<file path="config.mk">
export PLATFORM = sky130hd
export DESIGN_NAME = regfile_wb_arbiter_flat
export DESIGN_NICKNAME = d
export VERILOG_FILES = /design/src/rtl/regfile_wb_arbiter_if.sv /design/src/rtl/regfile_wb_arbiter.sv /design/src/flat_wrapper.sv
export SDC_FILE = /design/constraint.sdc
export NUM_CORES = 1
export LEC_CHECK = 0
export BUFFER_PORTS_ARGS = -buffer_cell sky130_fd_sc_hd__buf_2
export CAP_MARGIN = 30
export CORE_ASPECT_RATIO = 1.2
export CORE_UTILIZATION = 25
export CTS_CLUSTER_DIAMETER = 120
export DETAILED_ROUTE_END_ITERATION = 8
export GPL_TIMING_DRIVEN = 0
export PLACE_DENSITY_LB_ADDON = 0.1
export SETUP_SLACK_MARGIN = 0.5
export SYNTH_ARGS = -nofsm -noshare
export SYNTH_HDL_FRONTEND = slang
export SYNTH_SLANG_ARGS = --single-unit
</file>
<file path="constraint.sdc">
create_clock -name clk -period 1.8 [get_ports clk]
set_input_delay 0.45 -clock clk [delete_from_list [all_inputs] [get_ports clk]]
set_output_delay 0.45 -clock clk [all_outputs]
set_load 0.05 [all_outputs]
</file>
<file path="src/rtl/regfile_wb_arbiter_if.sv">
// Writeback request, issue-mark and hazard-query signals for regfile_wb_arbiter.
// master = requesters/issue stage, slave = arbiter.
interface regfile_wb_arbiter_if;
    logic        alu_valid;
    logic [4:0]  alu_rd;
    logic [31:0] alu_data;
    logic        alu_ready;

    logic        lsu_valid;
    logic [4:0]  lsu_rd;
    logic [31:0] lsu_data;
    logic        lsu_ready;

    logic        w_en;
    logic [4:0]  w_addr;
    logic [31:0] w_data;

    logic        iss_valid;
    logic [4:0]  iss_rd;

    logic [4:0]  ra_addr;
    logic [4:0]  rb_addr;
    logic        busy_a;
    logic        busy_b;

    modport master (
        output alu_valid, alu_rd, alu_data, lsu_valid, lsu_rd, lsu_data,
               iss_valid, iss_rd, ra_addr, rb_addr,
        input  alu_ready, lsu_ready, w_en, w_addr, w_data, busy_a, busy_b
    );

    modport slave (
        input  alu_valid, alu_rd, alu_data, lsu_valid, lsu_rd, lsu_data,
               iss_valid, iss_rd, ra_addr, rb_addr,
        output alu_ready, lsu_ready, w_en, w_addr, w_data, busy_a, busy_b
    );
endinterface

</file>
<file path="src/rtl/regfile_wb_arbiter.sv">
// ALU/LSU writeback arbiter with pending-register scoreboard; write port registered, 1-cycle latency.
// Ready is granted to one valid channel per cycle; REGFILE_WB_ARB_ROUND_ROBIN_EN selects round-robin, else LSU-first.
module regfile_wb_arbiter (
    input  logic                       clk,
    input  logic                       reset,
    regfile_wb_arbiter_if.slave        bus
);
    logic        grant_lsu;
    logic        alu_ready;
    logic        lsu_ready;
    logic        hs;
    logic [4:0]  win_rd;
    logic [31:0] win_data;

    logic        w_en_q;
    logic [4:0]  w_addr_q;
    logic [31:0] w_data_q;
    logic [31:0] pending;
    logic [31:0] pending_next;

`ifdef REGFILE_WB_ARB_ROUND_ROBIN_EN
    // last_lsu=1 means LSU won the previous handshake, so ALU wins the next conflict.
    logic last_lsu;

    always_comb begin
        grant_lsu = bus.lsu_valid && (!bus.alu_valid || !last_lsu);
    end

    always_ff @(posedge clk) begin
        if (!reset) begin
            last_lsu <= 1'b1;
        end else if (hs) begin
            last_lsu <= grant_lsu;
        end
    end
`else
    always_comb begin
        grant_lsu = bus.lsu_valid;
    end
`endif

    always_comb begin
        alu_ready = reset && bus.alu_valid && !grant_lsu;
        lsu_ready = reset && grant_lsu;
        hs        = alu_ready || lsu_ready;
        win_rd    = grant_lsu ? bus.lsu_rd   : bus.alu_rd;
        win_data  = grant_lsu ? bus.lsu_data : bus.alu_data;
    end

    // Clear before set so a same-edge re-issue keeps the register pending.
    always_comb begin
        pending_next = pending;
        if (w_en_q) begin
            pending_next[w_addr_q] = 1'b0;
        end
        if (bus.iss_valid && (bus.iss_rd != 5'd0)) begin
            pending_next[bus.iss_rd] = 1'b1;
        end
        pending_next[0] = 1'b0;
    end

    always_ff @(posedge clk) begin
        if (!reset) begin
            w_en_q   <= 1'b0;
            w_addr_q <= 5'd0;
            w_data_q <= 32'd0;
            pending  <= 32'd0;
        end else begin
            w_en_q  <= hs && (win_rd != 5'd0);
            pending <= pending_next;
            if (hs) begin
                w_addr_q <= win_rd;
                w_data_q <= win_data;
            end
        end
    end

    assign bus.alu_ready = alu_ready;
    assign bus.lsu_ready = lsu_ready;
    assign bus.w_en      = w_en_q;
    assign bus.w_addr    = w_addr_q;
    assign bus.w_data    = w_data_q;
    assign bus.busy_a    = (bus.ra_addr != 5'd0) && pending[bus.ra_addr];
    assign bus.busy_b    = (bus.rb_addr != 5'd0) && pending[bus.rb_addr];
endmodule

</file>
<file path="src/flat_wrapper.sv">
// flat-port wrapper written by rule: the top's interface ports become plain ports
module regfile_wb_arbiter_flat 
  (clk, reset, bus_alu_valid, bus_alu_rd, bus_alu_data, bus_lsu_valid, bus_lsu_rd, bus_lsu_data, bus_iss_valid, bus_iss_rd, bus_ra_addr, bus_rb_addr, bus_alu_ready, bus_lsu_ready, bus_w_en, bus_w_addr, bus_w_data, bus_busy_a, bus_busy_b);
  regfile_wb_arbiter_if bus_i ();
  input  logic clk;
  input  logic reset;
  input wire logic [$bits(bus_i.alu_valid)-1:0] bus_alu_valid;
  input wire logic [$bits(bus_i.alu_rd)-1:0] bus_alu_rd;
  input wire logic [$bits(bus_i.alu_data)-1:0] bus_alu_data;
  input wire logic [$bits(bus_i.lsu_valid)-1:0] bus_lsu_valid;
  input wire logic [$bits(bus_i.lsu_rd)-1:0] bus_lsu_rd;
  input wire logic [$bits(bus_i.lsu_data)-1:0] bus_lsu_data;
  input wire logic [$bits(bus_i.iss_valid)-1:0] bus_iss_valid;
  input wire logic [$bits(bus_i.iss_rd)-1:0] bus_iss_rd;
  input wire logic [$bits(bus_i.ra_addr)-1:0] bus_ra_addr;
  input wire logic [$bits(bus_i.rb_addr)-1:0] bus_rb_addr;
  output wire logic [$bits(bus_i.alu_ready)-1:0] bus_alu_ready;
  output wire logic [$bits(bus_i.lsu_ready)-1:0] bus_lsu_ready;
  output wire logic [$bits(bus_i.w_en)-1:0] bus_w_en;
  output wire logic [$bits(bus_i.w_addr)-1:0] bus_w_addr;
  output wire logic [$bits(bus_i.w_data)-1:0] bus_w_data;
  output wire logic [$bits(bus_i.busy_a)-1:0] bus_busy_a;
  output wire logic [$bits(bus_i.busy_b)-1:0] bus_busy_b;
  assign bus_i.alu_valid = bus_alu_valid;
  assign bus_i.alu_rd = bus_alu_rd;
  assign bus_i.alu_data = bus_alu_data;
  assign bus_i.lsu_valid = bus_lsu_valid;
  assign bus_i.lsu_rd = bus_lsu_rd;
  assign bus_i.lsu_data = bus_lsu_data;
  assign bus_i.iss_valid = bus_iss_valid;
  assign bus_i.iss_rd = bus_iss_rd;
  assign bus_i.ra_addr = bus_ra_addr;
  assign bus_i.rb_addr = bus_rb_addr;
  assign bus_alu_ready = bus_i.alu_ready;
  assign bus_lsu_ready = bus_i.lsu_ready;
  assign bus_w_en = bus_i.w_en;
  assign bus_w_addr = bus_i.w_addr;
  assign bus_w_data = bus_i.w_data;
  assign bus_busy_a = bus_i.busy_a;
  assign bus_busy_b = bus_i.busy_b;
  regfile_wb_arbiter u_core (.clk(clk), .reset(reset), .bus(bus_i));
endmodule
</file>
* Word level (Yosys, flattened, before mapping) *
Cells that the tools add are included.
Widths: inputs -> output; s select.

cells by class
  magnitude comparators = 6
  mux-type cells = 12
  bitwise gates (word level) = 3
  reductions and logical operators = 15

operators by type and width
  kind                count
  $mux 32             3
  $and 32x32->32      1
  $not 32->32         1
  $or 32x32->32       1
  $lt 5x6->1 const B  4
  $reduce_bool 5->1   4
  $bmux 1 s5          2
  $demux 1 s5         2
  $ge 5x1->1 const B  2
  $logic_and 1x1->1   9
  $mux 5              1
  $mux 1              4
  $logic_not 1->1     1
  $logic_or 1x1->1    1

storage, ports and cells
  register bits = 70
  logic and storage cells = 41

* Longest topological paths before layout *
Gate-level depths: netlist of the first run.

  depth after elaboration = 9
  depth in mapped cells = 6
  depth with buffers taken out = 5

* Worst setup path after synthesis of the first run *
OpenSTA, ideal clock, no wires.

  path kind = input port to output port
  start = input bus_ra_addr[0]
  end = output bus_busy_a
  data arrival time = 1.728 ns
  data required time = 1.350 ns
  setup slack = -0.378 ns
  cell stages on the path = 6
  cells stage by stage = buf_6 mux2_4 a221oi_1 a2111oi_2 a21oi_1 nand3_1

between the ends
  word-level cells in the longest chain between the ends = 3
  elaborated cells on any way between the ends = 4
  classes of those cells = 2 x mux; 2 x reduce/logical

ends and longest elaborated chain
  element                       line                      text
  from (decl)                   flat_wrapper.sv:15        input wire logic [$bits(bus_i.ra_addr)-1:0] bus_ra_addr;
  $bmux 1 s5                    regfile_wb_arbiter.sv:83  assign bus.busy_a = (bus.ra_addr != 5'd0) && pending[bus.ra_addr];
  $mux 1 (implied by the code)  regfile_wb_arbiter.sv:83
  $logic_and 1x1->1 (*)         regfile_wb_arbiter.sv:83
  to (decl)                     flat_wrapper.sv:22        output wire logic [$bits(bus_i.busy_a)-1:0] bus_busy_a;

Every way passes the cells marked *; elsewhere a longest branch is shown, timed or not. The select of a mux whose other input is x is not followed.

* Final worst setup path of the first run *
  start = register u_core.pending[2]
  end = output bus_busy_b

between the ends
  word-level cells in the longest chain between the ends = 3

ends and longest elaborated chain
  element                       line                      text
  from (decl)                   regfile_wb_arbiter.sv:18  logic [31:0] pending;
  from (signal assigned)        regfile_wb_arbiter.sv:70  pending <= pending_next;
  $bmux 1 s5                    regfile_wb_arbiter.sv:84  assign bus.busy_b = (bus.rb_addr != 5'd0) && pending[bus.rb_addr];
  $mux 1 (implied by the code)  regfile_wb_arbiter.sv:84
  $logic_and 1x1->1             regfile_wb_arbiter.sv:84
  to (decl)                     flat_wrapper.sv:23        output wire logic [$bits(bus_i.busy_b)-1:0] bus_busy_b;

No other way between the ends. The select of a mux whose other input is x is not followed.

==> results.json, run 1 <==
{
  "rrSetupSlack_ps": 560,
  "crit_required_ps": 1350,
  "clk_pin_slew_ps": 60,
  "avgSynthCellArea_um2": 8.493,
  "hold_viol_final": 0,
  "n_antenna_cell": 0,
  "worstHoldPathType": "in -> reg",
  "critical_path_class": "reg -> out",
  "drv_cap": 0,
  "stdcell_area_mm2": 0.005822,
  "crit_fanout": 3,
  "dpl.hpwl_mm": 9.467,
  "die_width_um": 114.6,
  "finClkSkew_ps": 4.151,
  "drive_gt1_share_pct": 40.20,
  "grt_pass1_wl_mm": 20.51,
  "grt_util_all_layers_pct": 17.00,
  "nets": 696,
  "fin_crit_sh_pct": 119.8,
  "vias": 3790,
  "rsz0062_at_grt": "yes",
  "critPathLaunchType": "register",
  "end_kind": "output port",
  "portBuffers": 131,
  "hold_end": "u_core.bus.w_data[1]$_SDFFE_PN0P_",
  "violations": "setup timing",
  "slew_headroom_pct": 63.43,
  "vdd_drop_max_mv": 0.4054,
  "status": "finished with violations",
  "postSynthCellCount": 448,
  "cts_inserted_buffers": 9,
  "finalSetupViolations": 2,
  "yosysUniqueCellTypes": 36,
  "via_per_inst": 4.673,
  "slew_viol_final": 0,
  "synthesis.nets": 542,
  "max_freq_mhz": 463.9,
  "ys_seq_area_share_pct": 36.30,
  "cts_max_path_buffers": 2,
  "placedCellCount": 783,
  "grt-ovfl-total": 0,
  "yosys_warnings": 0,
  "worst_pin_slew_ps": 546.1,
  "powerDensity_mw_per_mm2": 744.1,
  "synth-seq-cells": 69,
  "antenna_found_initial": 0,
  "rr_endpoint": "u_core.pending[8]$_SDFF_PN0_",
  "fill_cells": 1610,
  "grt_pass1_vias": 3874,
  "pre_cts_slack_ps": -509.3,
  "instances_no_fill": 811,
  "grt_max_degree": 11,
  "place_area_mm2": 0.004856,
  "whs_path_depth": 4,
  "root_buffer": "clkbuf_16",
  "cts_sinks": 69,
  "post-route-min-period_ps": 2156,
  "die_h_um": 137.1,
  "core_area_mm2": 0.01496,
  "ant_nets": 0,
  "insertion_delay_ps": 330,
  "cts_max_level": 3,
  "die_area_mm2": 0.01572,
  "drc": 0,
  "p_leak_nw": 2.437,
  "initial_core_util_pct": 25.43,
  "layout_setup_ws_ps": -355.6,
  "drt_first_pass_iters": 4,
  "syn_to_final_growth_pct": 53.01,
  "critical_path_arrival_ps": 1710,
  "worstReg2RegStart": "u_core.bus.w_addr[2]$_SDFFE_PN0P_",
  "drt-initial-drc-count": 91,
  "cts_hold_buf": 0,
  "tritoncts": "yes",
  "rows": 49,
  "io-pin-count": 136,
  "syn_area_mm2": 0.003805,
  "gp_congestion": 0.8015,
  "hold_start": "bus_lsu_data[1]",
  "worst_r2r_path_depth": 4,
  "wl_per_cell_um": 15.69,
  "wirelength_mm": 12.72
}
flip-flops by register name (all words and copies together) (netlist names):
register / flops
u_core.pending: 31
u_core.bus.w_addr: 5
u_core.bus.w_data: 32
u_core.bus.w_en: 1
layout by cell type (no fill, tap or decap), types with 3 or more instances in the layout:
cell type | Yosys | routed
buf_6 | 4 | 20
dfxtp_4 | 0 | 5
and2_1 | 41 | 40
nor2_1 | 6 | 5
nand3b_1 | 7 | 7
dfxtp_1 | 69 | 27
a21boi_1 | 31 | 31
nor3b_1 | 3 | 3
buf_4 | 2 | 17
o21ai_0 | 53 | 47
o21ai_1 | 18 | 22
clkbuf_16 | 0 | 11
mux2i_1 | 55 | 55
a2111oi_2 | 2 | 3
clkbuf_8 | 0 | 5
a221oi_1 | 8 | 6
a2111oi_4 | 0 | 3
buf_2 | 3 | 87
buf_1 | 5 | 5
nand2_1 | 75 | 74
dfxtp_2 | 0 | 37
buf_8 | 0 | 26
clkbuf_1 | 16 | 13
buf_12 | 0 | 4
nor2b_1 | 8 | 7
cells in the mapped netlist (all sizes together):
cell	number	area, um2
mux4	2	45.04
nor4b	1	8.760
or3b	2	17.52
clkbuf	16	60.06
o21ai	71	355.3
nor2b	8	50.05
and2	41	256.5
a221oi	8	70.07
and3	2	12.51
nor2	6	22.52
nand2	75	281.5
nand2b	2	12.51
and2b	4	32.53
nand4b	2	17.52
or4	2	15.01
nand4	2	12.51
mux2i	55	550.5
or3	1	6.260
nand3b	7	52.55
a21boi	31	232.7
nor3b	4	35.03
nand3	5	25.02
dfxtp	69	1381
inv	2	7.510
and3b	2	17.52
a21oi	4	20.02
buf	14	93.83
mux2	2	30.03
a2111oi	8	82.58
worst max-delay path by stage:
stage                                        from    endpoint  slack (ps)
floorplan                          bus_ra_addr[0]  bus_busy_a        -210
global placement                   bus_rb_addr[2]  bus_busy_b        -530
CTS                  u_core.pending[2]$_SDFF_PN0_  bus_busy_b        -390
finish               u_core.pending[2]$_SDFF_PN0_  bus_busy_b        -360
detailed placement                 bus_rb_addr[1]  bus_busy_b        -510
global route        u_core.pending[16]$_SDFF_PN0_  bus_busy_a        -450
critical path: stages, from the launching register on:
cell and delay (ps):
dfxtp_2 320, mux2_4 280, a221oi_4 320, a2111oi_4 60
a21oi_2 160, nand3_4 80, buf_8 150
layout make-up:
type / count / area, um2 / area share (%)
buffer: 30 / 279.0 / 4.793
clock buffer: 15 / 267.8 / 4.599
clock inverter: 1 / 5.005 / 0.08597
inverter: 2 / 7.507 / 0.1289
multi-input combinational: 347 / 2437 / 41.87
sequential: 69 / 1446 / 24.84
tap: 204 / 255.2 / 4.384
timing repair buffer: 143 / 1124 / 19.30
metal layers:
| layer | GRT usage [%] | wire [um] |
|---|---|---|
| met5 | 0 | 0 |
| met4 | 5.772 | 140 |
| met3 | 4.960 | 820 |
| met2 | 28.92 | 6262 |
| met1 | 20.37 | 5500 |
stage by stage:
step                      power (mW)  hold WS [ps]  setup TNS, ps  utilization (%)
final                          4.332         426.4         -686.8            38.92
after global routing           4.543         432.8         -859.8            38.92
after detailed placement       2.520         486.0          -1124            32.46
after CTS                      4.336         414.2         -734.7            37.76
after global placement         2.515         484.6          -1153            32.46
after floorplan                2.233         459.0         -425.7                -
power breakdown:
group | switching (mW) | internal [mW] | leakage, nW
logic | 0.558 | 0.467 | 1.72
clock network | 0.635 | 1.01 | 0.134
registers | 0.0604 | 1.60 | 0.581
total | 1.25 | 3.08 | 2.44
cell families (layout without fill, tap and decap cells):
kind of cell           Yosys count  in the layout  share of synthesized area, %
and+or+nand+nor                166            166                         23.02
buffers and inverters           32            191                         4.242
AOI/OAI and AO/OA              122            122                         19.99
DFF                             69             69                         36.30
muxes                           59             59                         16.44
what timing repair did:
item                                   4_1_cts  5_1_grt
endpoints found under the hold margin        0        0
pin swaps                                    7        2
gates resized for setup                    148       46
buffers inserted                             5        7
setup endpoints to repair                   44       54
(Power assumes the default switching activity.)
==> inputs of run 2 (changes only) <==
--- a/config.mk
+++ b/config.mk
@@ -8,7 +8,7 @@
 export BUFFER_PORTS_ARGS = -buffer_cell sky130_fd_sc_hd__buf_2
 export CAP_MARGIN = 30
 export CORE_ASPECT_RATIO = 1.2
-export CORE_UTILIZATION = 25
+export CORE_UTILIZATION = 45
 export CTS_CLUSTER_DIAMETER = 120
 export DETAILED_ROUTE_END_ITERATION = 8
 export GPL_TIMING_DRIVEN = 0
==> run 2 against run 1 <==
The run still ends with setup timing left. Critical path depth is the same. First-iteration DRC count up 48%. Clock skew up 4.6 ps. Register-to-register slack worse by 20 ps. Final area is 2.4% lower. Global-route usage is 10 points higher. Setup slack improved by 1.2 ps.
==> results.json, run 2 (synthesized netlist as in run 1, its figures left out) <==
{
  "tritoncts": "yes",
  "pre_cts_slack_ps": -492.5,
  "slew_viol_final": 0,
  "critPathLaunchType": "register",
  "wirelength_mm": 11.48,
  "drt-initial-drc-count": 135,
  "largest_register_ffs": 32,
  "fin_crit_sh_pct": 119.7,
  "place_area_mm2": 0.004743,
  "die_h_um": 102.7,
  "powerDensity_mw_per_mm2": 708.2,
  "insertion_delay_ps": 350,
  "die_width_um": 85.94,
  "crit_required_ps": 1350,
  "cts_hold_buf": 0,
  "cts_max_level": 3,
  "cts_sinks": 69,
  "dpl.hpwl_mm": 8.273,
  "initial_core_util_pct": 46.67,
  "die_area_mm2": 0.008829,
  "drv_cap": 0,
  "cts_inserted_buffers": 9,
  "worst_pin_slew_ps": 539.6,
  "antenna_found_initial": 0,
  "vdd_drop_max_mv": 0.5255,
  "status": "finished with violations",
  "end_kind": "output port",
  "finalSetupViolations": 2,
  "placedCellCount": 693,
  "gp_congestion": 0.8446,
  "core_area_mm2": 0.008153,
  "io-pin-count": 136,
  "via_per_inst": 5.356,
  "cts_max_path_buffers": 2,
  "n_antenna_cell": 0,
  "multi_input_area_mm2": 0.002442,
  "p_leak_nw": 2.428,
  "drt_first_pass_iters": 4,
  "syn_to_final_growth_pct": 49.36,
  "hold_viol_final": 0,
  "slew_headroom_pct": 63.87,
  "final-seq-area_mm2": 0.001444,
  "grt_max_degree": 12,
  "drc": 0,
  "crit_fanout": 3,
  "max_freq_mhz": 464.2,
  "vias": 3862,
  "fill_cells": 652,
  "ant_nets": 0,
  "layout_setup_ws_ps": -354.4,
  "stdcell_area_mm2": 0.005683,
  "wl_per_cell_um": 15.92,
  "root_buffer": "clkbuf_8",
  "utilization_pct": 69.71,
  "finClkSkew_ps": 8.767,
  "critical_path_class": "reg -> out",
  "rows": 36,
  "final_common_cell": "buf_2",
  "instances_no_fill": 721,
  "post-route-min-period_ps": 2154,
  "critical_path_arrival_ps": 1700,
  "nets": 696,
  "grt_pass1_wl_mm": 18.57,
  "worstHoldPathType": "in -> reg",
  "grt_util_all_layers_pct": 27.01,
  "violations": "setup timing",
  "final_cell_mix": "buf_2, nand2_1, mux2i_1",
  "portBuffers": 131,
  "rsz0062_at_grt": "yes",
  "grt-ovfl-total": 0,
  "drive_gt1_share_pct": 41.68,
  "clk_pin_slew_ps": 70,
  "grt_pass1_vias": 3919
}
-- run 2: cell count changes in the layout (fill, tap and decap cells not counted), moves of 4 or more --
| cell | previous run | this run |
|---|---|---|
| a2111oi_2 | 3 | 8 |
| a221oi_1 | 6 | 2 |
| a221oi_2 | 0 | 4 |
| buf_6 | 20 | 2 |
| buf_8 | 26 | 47 |
| clkbuf_1 | 13 | 9 |
| clkbuf_16 | 11 | 0 |
| clkbuf_8 | 5 | 16 |
| o21ai_0 | 47 | 43 |
-- run 2: area by class of cell --
class                      count  area share [%]
sequential                    69           25.41
tap                          114           2.510
clock inverter                 4          0.7926
multi-input combinational    347           42.98
clock buffer                  12           2.906
timing repair buffer         143           20.87
buffer                        30           4.403
inverter                       2          0.1321
-- run 2: per-layer routing --
metal | track usage (%) | part of all wire [%]
met1 | 29.23 | 40
met2 | 49.94 | 52
met3 | 5.925 | 5.7
met4 | 12.95 | 2.4
met5 | 0 | 0
-- run 2: path summary, 6_finish.rpt --
kind	start	endpoint	slack, ps	cells after the start
worst min-delay path	bus_lsu_data[5]	u_core.bus.w_data[5]$_SDFFE_PN0P_	410	4
worst max-delay path	u_core.pending[2]$_SDFF_PN0_	bus_busy_b	-350	6
worst max register to register	u_core.bus.w_addr[4]$_SDFFE_PN0P_	u_core.pending[8]$_SDFF_PN0_	540	4
worst min register to register	u_core.pending[5]$_SDFF_PN0_	u_core.pending[5]$_SDFF_PN0_	490	2
-- run 2: power by group --
part	switching, mW	total (mW)	internal [mW]
combinational	0.557	1.04	0.481
clock	0.576	1.32	0.746
sequential	0.0639	1.66	1.60
total	1.20	4.02	2.83
-- run 2: metrics by stage --
stage	hold WS (ps)	total power, mW	setup TNS (ps)
global placement	474.0	2.488	-976.5
CTS	393.5	3.994	-730.9
finish	407.7	4.025	-676.6
floorplan	459.0	2.233	-425.7
detailed placement	484.6	2.503	-1029
global route	416.3	4.176	-771.4
-- run 2: worst max-delay path: stages (launching register included) --
cell and delay (ps):
dfxtp_2 330, mux2_4 280, a221oi_4 280, a2111oi_2 80
a21oi_2 160, nand3_4 80, buf_8 150
-- run 2: timing repair --
item,4_1_cts,5_1_grt
pin swaps,7,8
setup endpoints to repair,42,66
gates resized for setup,181,32
setup buffers,8,4
==> inputs of run 3 (changes only) <==
--- a/config.mk
+++ b/config.mk
@@ -5,6 +5,7 @@
 export SDC_FILE = /design/constraint.sdc
 export NUM_CORES = 1
 export LEC_CHECK = 0
+export ABC_AREA = 1
 export BUFFER_PORTS_ARGS = -buffer_cell sky130_fd_sc_hd__buf_2
 export CAP_MARGIN = 30
 export CORE_ASPECT_RATIO = 1.2
==> run 3 against run 2 <==
The flow still finishes with violations (setup timing). Largest power group unchanged. Final area down 0.26%. Maximum frequency up 14%. Sequential power up 2%. Global-route usage increased by 2.1 points. Die area fell by 0.87%. Clock-buffer cell count fell by 3. Synthesized area shrank 0.89%. Cell count up 18%. Combinational power rose by 19%. Core utilization up 0.20 points. Critical path type is now in -> out. Flip-flop and latch count is the same. Via count grew 16%.
==> results.json, run 3 <==
{
  "status": "finished with violations",
  "violations": "setup timing",
  "critPathMaxStageDelay_ps": 140,
  "drv_cap": 0,
  "synthesis.nets": 691,
  "ant_nets": 0,
  "drt_first_pass_iters": 5,
  "synth_edf_count": 0,
  "slew_headroom_pct": 59.92,
  "initial_core_util_pct": 46.51,
  "drt-initial-drc-count": 312,
  "die_width_um": 85.57,
  "crit_fanout": 6,
  "n_antenna_cell": 0,
  "path_cells": "clkbuf_16 -> inv_12 -> buf_8 -> nand2_1 -> nand2_1 -> nand2_1 -> nand3_1 -> nand3_1 -> nand2_1 -> nand2_2 -> nand2_4 -> buf_8",
  "synthArstFlopShare_pct": 0,
  "crit_required_ps": 1350,
  "drive_gt1_share_pct": 38.60,
  "postSynthCellCount": 597,
  "insertion_delay_ps": 350,
  "cts_max_level": 3,
  "die_h_um": 102.3,
  "yosys.area.top_type": "dfxtp_1",
  "largest_register_ffs": 32,
  "pre_cts_slack_ps": -306.0,
  "root_buffer": "clkbuf_8",
  "rsz0062_at_grt": "yes",
  "placedCellCount": 823,
  "synth_most_common_cell": "nand2_1",
  "critical_path_class": "in -> out",
  "gp_congestion": 0.9560,
  "critPathLaunchType": "primary input",
  "nets": 849,
  "worst_pin_slew_ps": 598.0,
  "layout_setup_ws_ps": -97.58,
  "cpMaxStageDelayCell": "clkbuf_16",
  "end_kind": "output port",
  "synth-seq-cells": 69,
  "rows": 36,
  "vdd_drop_max_mv": 0.5783,
  "slew_viol_final": 0,
  "syn_to_final_growth_pct": 50.30,
  "vias": 4486,
  "finClkSkew_ps": 8.568,
  "avgSynthCellArea_um2": 6.317,
  "hold_viol_final": 0,
  "ys_seq_area_share_pct": 36.63,
  "cts_max_path_buffers": 2,
  "antenna_found_initial": 0,
  "synthTopCellsByArea": "dfxtp_1, a21oi_1, nand2_1, inv_1, o21ai_0",
  "ys.flop_type": "dfxtp_1",
  "clk_pin_slew_ps": 80,
  "post-route-min-period_ps": 1898,
  "instances_no_fill": 854,
  "grt_max_degree": 13,
  "yosys_warnings": 0,
  "fin_hold_ws_ps": 390.1,
  "max_freq_mhz": 527.0,
  "final_cell_mix": "nand2_1, a21oi_1, buf_2",
  "fin_crit_sh_pct": 105.4,
  "p_leak_nw": 2.662,
  "yosysUniqueCellTypes": 19,
  "dpl.hpwl_mm": 9.100,
  "via_per_inst": 5.253,
  "cpMostUsedCell": "nand2_1",
  "portBuffers": 131,
  "tritoncts": "yes",
  "io-pin-count": 136,
  "wl_per_cell_um": 15.01,
  "yosys-top-cells-count": "nand2_1, a21oi_1, inv_1, dfxtp_1, o21ai_0",
  "wirelength_mm": 12.82,
  "grt_util_all_layers_pct": 29.15,
  "cts_sinks": 69,
  "finalSetupViolations": 2,
  "worstHoldPathType": "in -> reg",
  "synth_top_area_share_pct": 36.63,
  "grt_pass1_wl_mm": 20.11,
  "final_common_cell": "nand2_1",
  "drc": 0,
  "grt_pass1_vias": 4358,
  "core_area_mm2": 0.008108,
  "cts_inserted_buffers": 9,
  "critical_path_arrival_ps": 1450,
  "powerDensity_mw_per_mm2": 741.5,
  "syn_area_mm2": 0.003771,
  "grt-ovfl-total": 0,
  "die_area_mm2": 0.008752
}
run 3: metrics by stage:
stage                     cell area [um2]  setup TNS, ps  util, %  power [mW]
final                                5668         -183.7    69.91       4.203
after global routing                 5668         -354.6    69.91       4.364
after CTS                            5510         -170.2    67.96       4.134
after detailed placement             4667         -531.8    57.56       2.676
after global placement               4667         -507.3    57.56       2.662
after floorplan                      3892              0        -       2.374
run 3: cell families after synthesis:
logic type             after synthesis  synth area share, %
and+or+nand+nor                    239                26.71
AOI/OAI and AO/OA                  172                22.83
buffers and inverters              114                12.94
DFF                                 69                36.63
muxes                                3               0.8958
run 3: critical path: cells and delay by family:
kind | cells | cell delay (ps)
simple gates | 8 | 530
buf+inv | 4 | 460
run 3: timing repair:
action,4_1_cts,5_1_grt
endpoints found under the setup margin,49,62
pin swaps,21,10
buffers inserted,9,5
gates cloned,2,0
resized for setup,200,41
hold buffers,0,0
run 3: power breakdown:
group          total, mW  leakage, nW  internal, mW  switching, mW
combinational       1.24         1.98         0.511          0.733
clock               1.26       0.0950         0.632          0.625
sequential          1.70        0.586          1.62         0.0803
run 3: final timing paths:
kind,start,to,slack [ps],cells after the start
min reg2reg,u_core.pending[7]$_SDFF_PN0_,u_core.pending[7]$_SDFF_PN0_,480,2
min,bus_lsu_data[21],u_core.bus.w_data[21]$_SDFFE_PN0P_,390,3
max reg2reg,u_core.bus.w_addr[4]$_SDFFE_PN0P_,u_core.pending[12]$_SDFF_PN0_,540,5
max,bus_ra_addr[0],bus_busy_a,-100,12
run 3: cell type report:
type / count / area (um2)
Tap cell: 95 / 118.9
Buffer: 30 / 267.8
Clock inverter: 6 / 65.06
Fill cell: 701 / 2440
Sequential cell: 69 / 1460
Timing Repair Buffer: 147 / 1232
Clock buffer: 9 / 123.9
Multi-Input combinational cell: 414 / 2052
Inverter: 84 / 347.8
run 3: metal layers:
| layer | vias up | wire (um) | share of wire, % | track usage [%] |
|---|---|---|---|---|
| met5 | - | 0 | 0 | 0 |
| met4 | 0 | 484 | 3.8 | 17.05 |
| met3 | 43 | 903 | 7.0 | 6.624 |
| met2 | 194 | 6588 | 51 | 52.68 |
| met1 | 2007 | 4841 | 38 | 31.24 |
| li1 | 2242 | - | - | - |
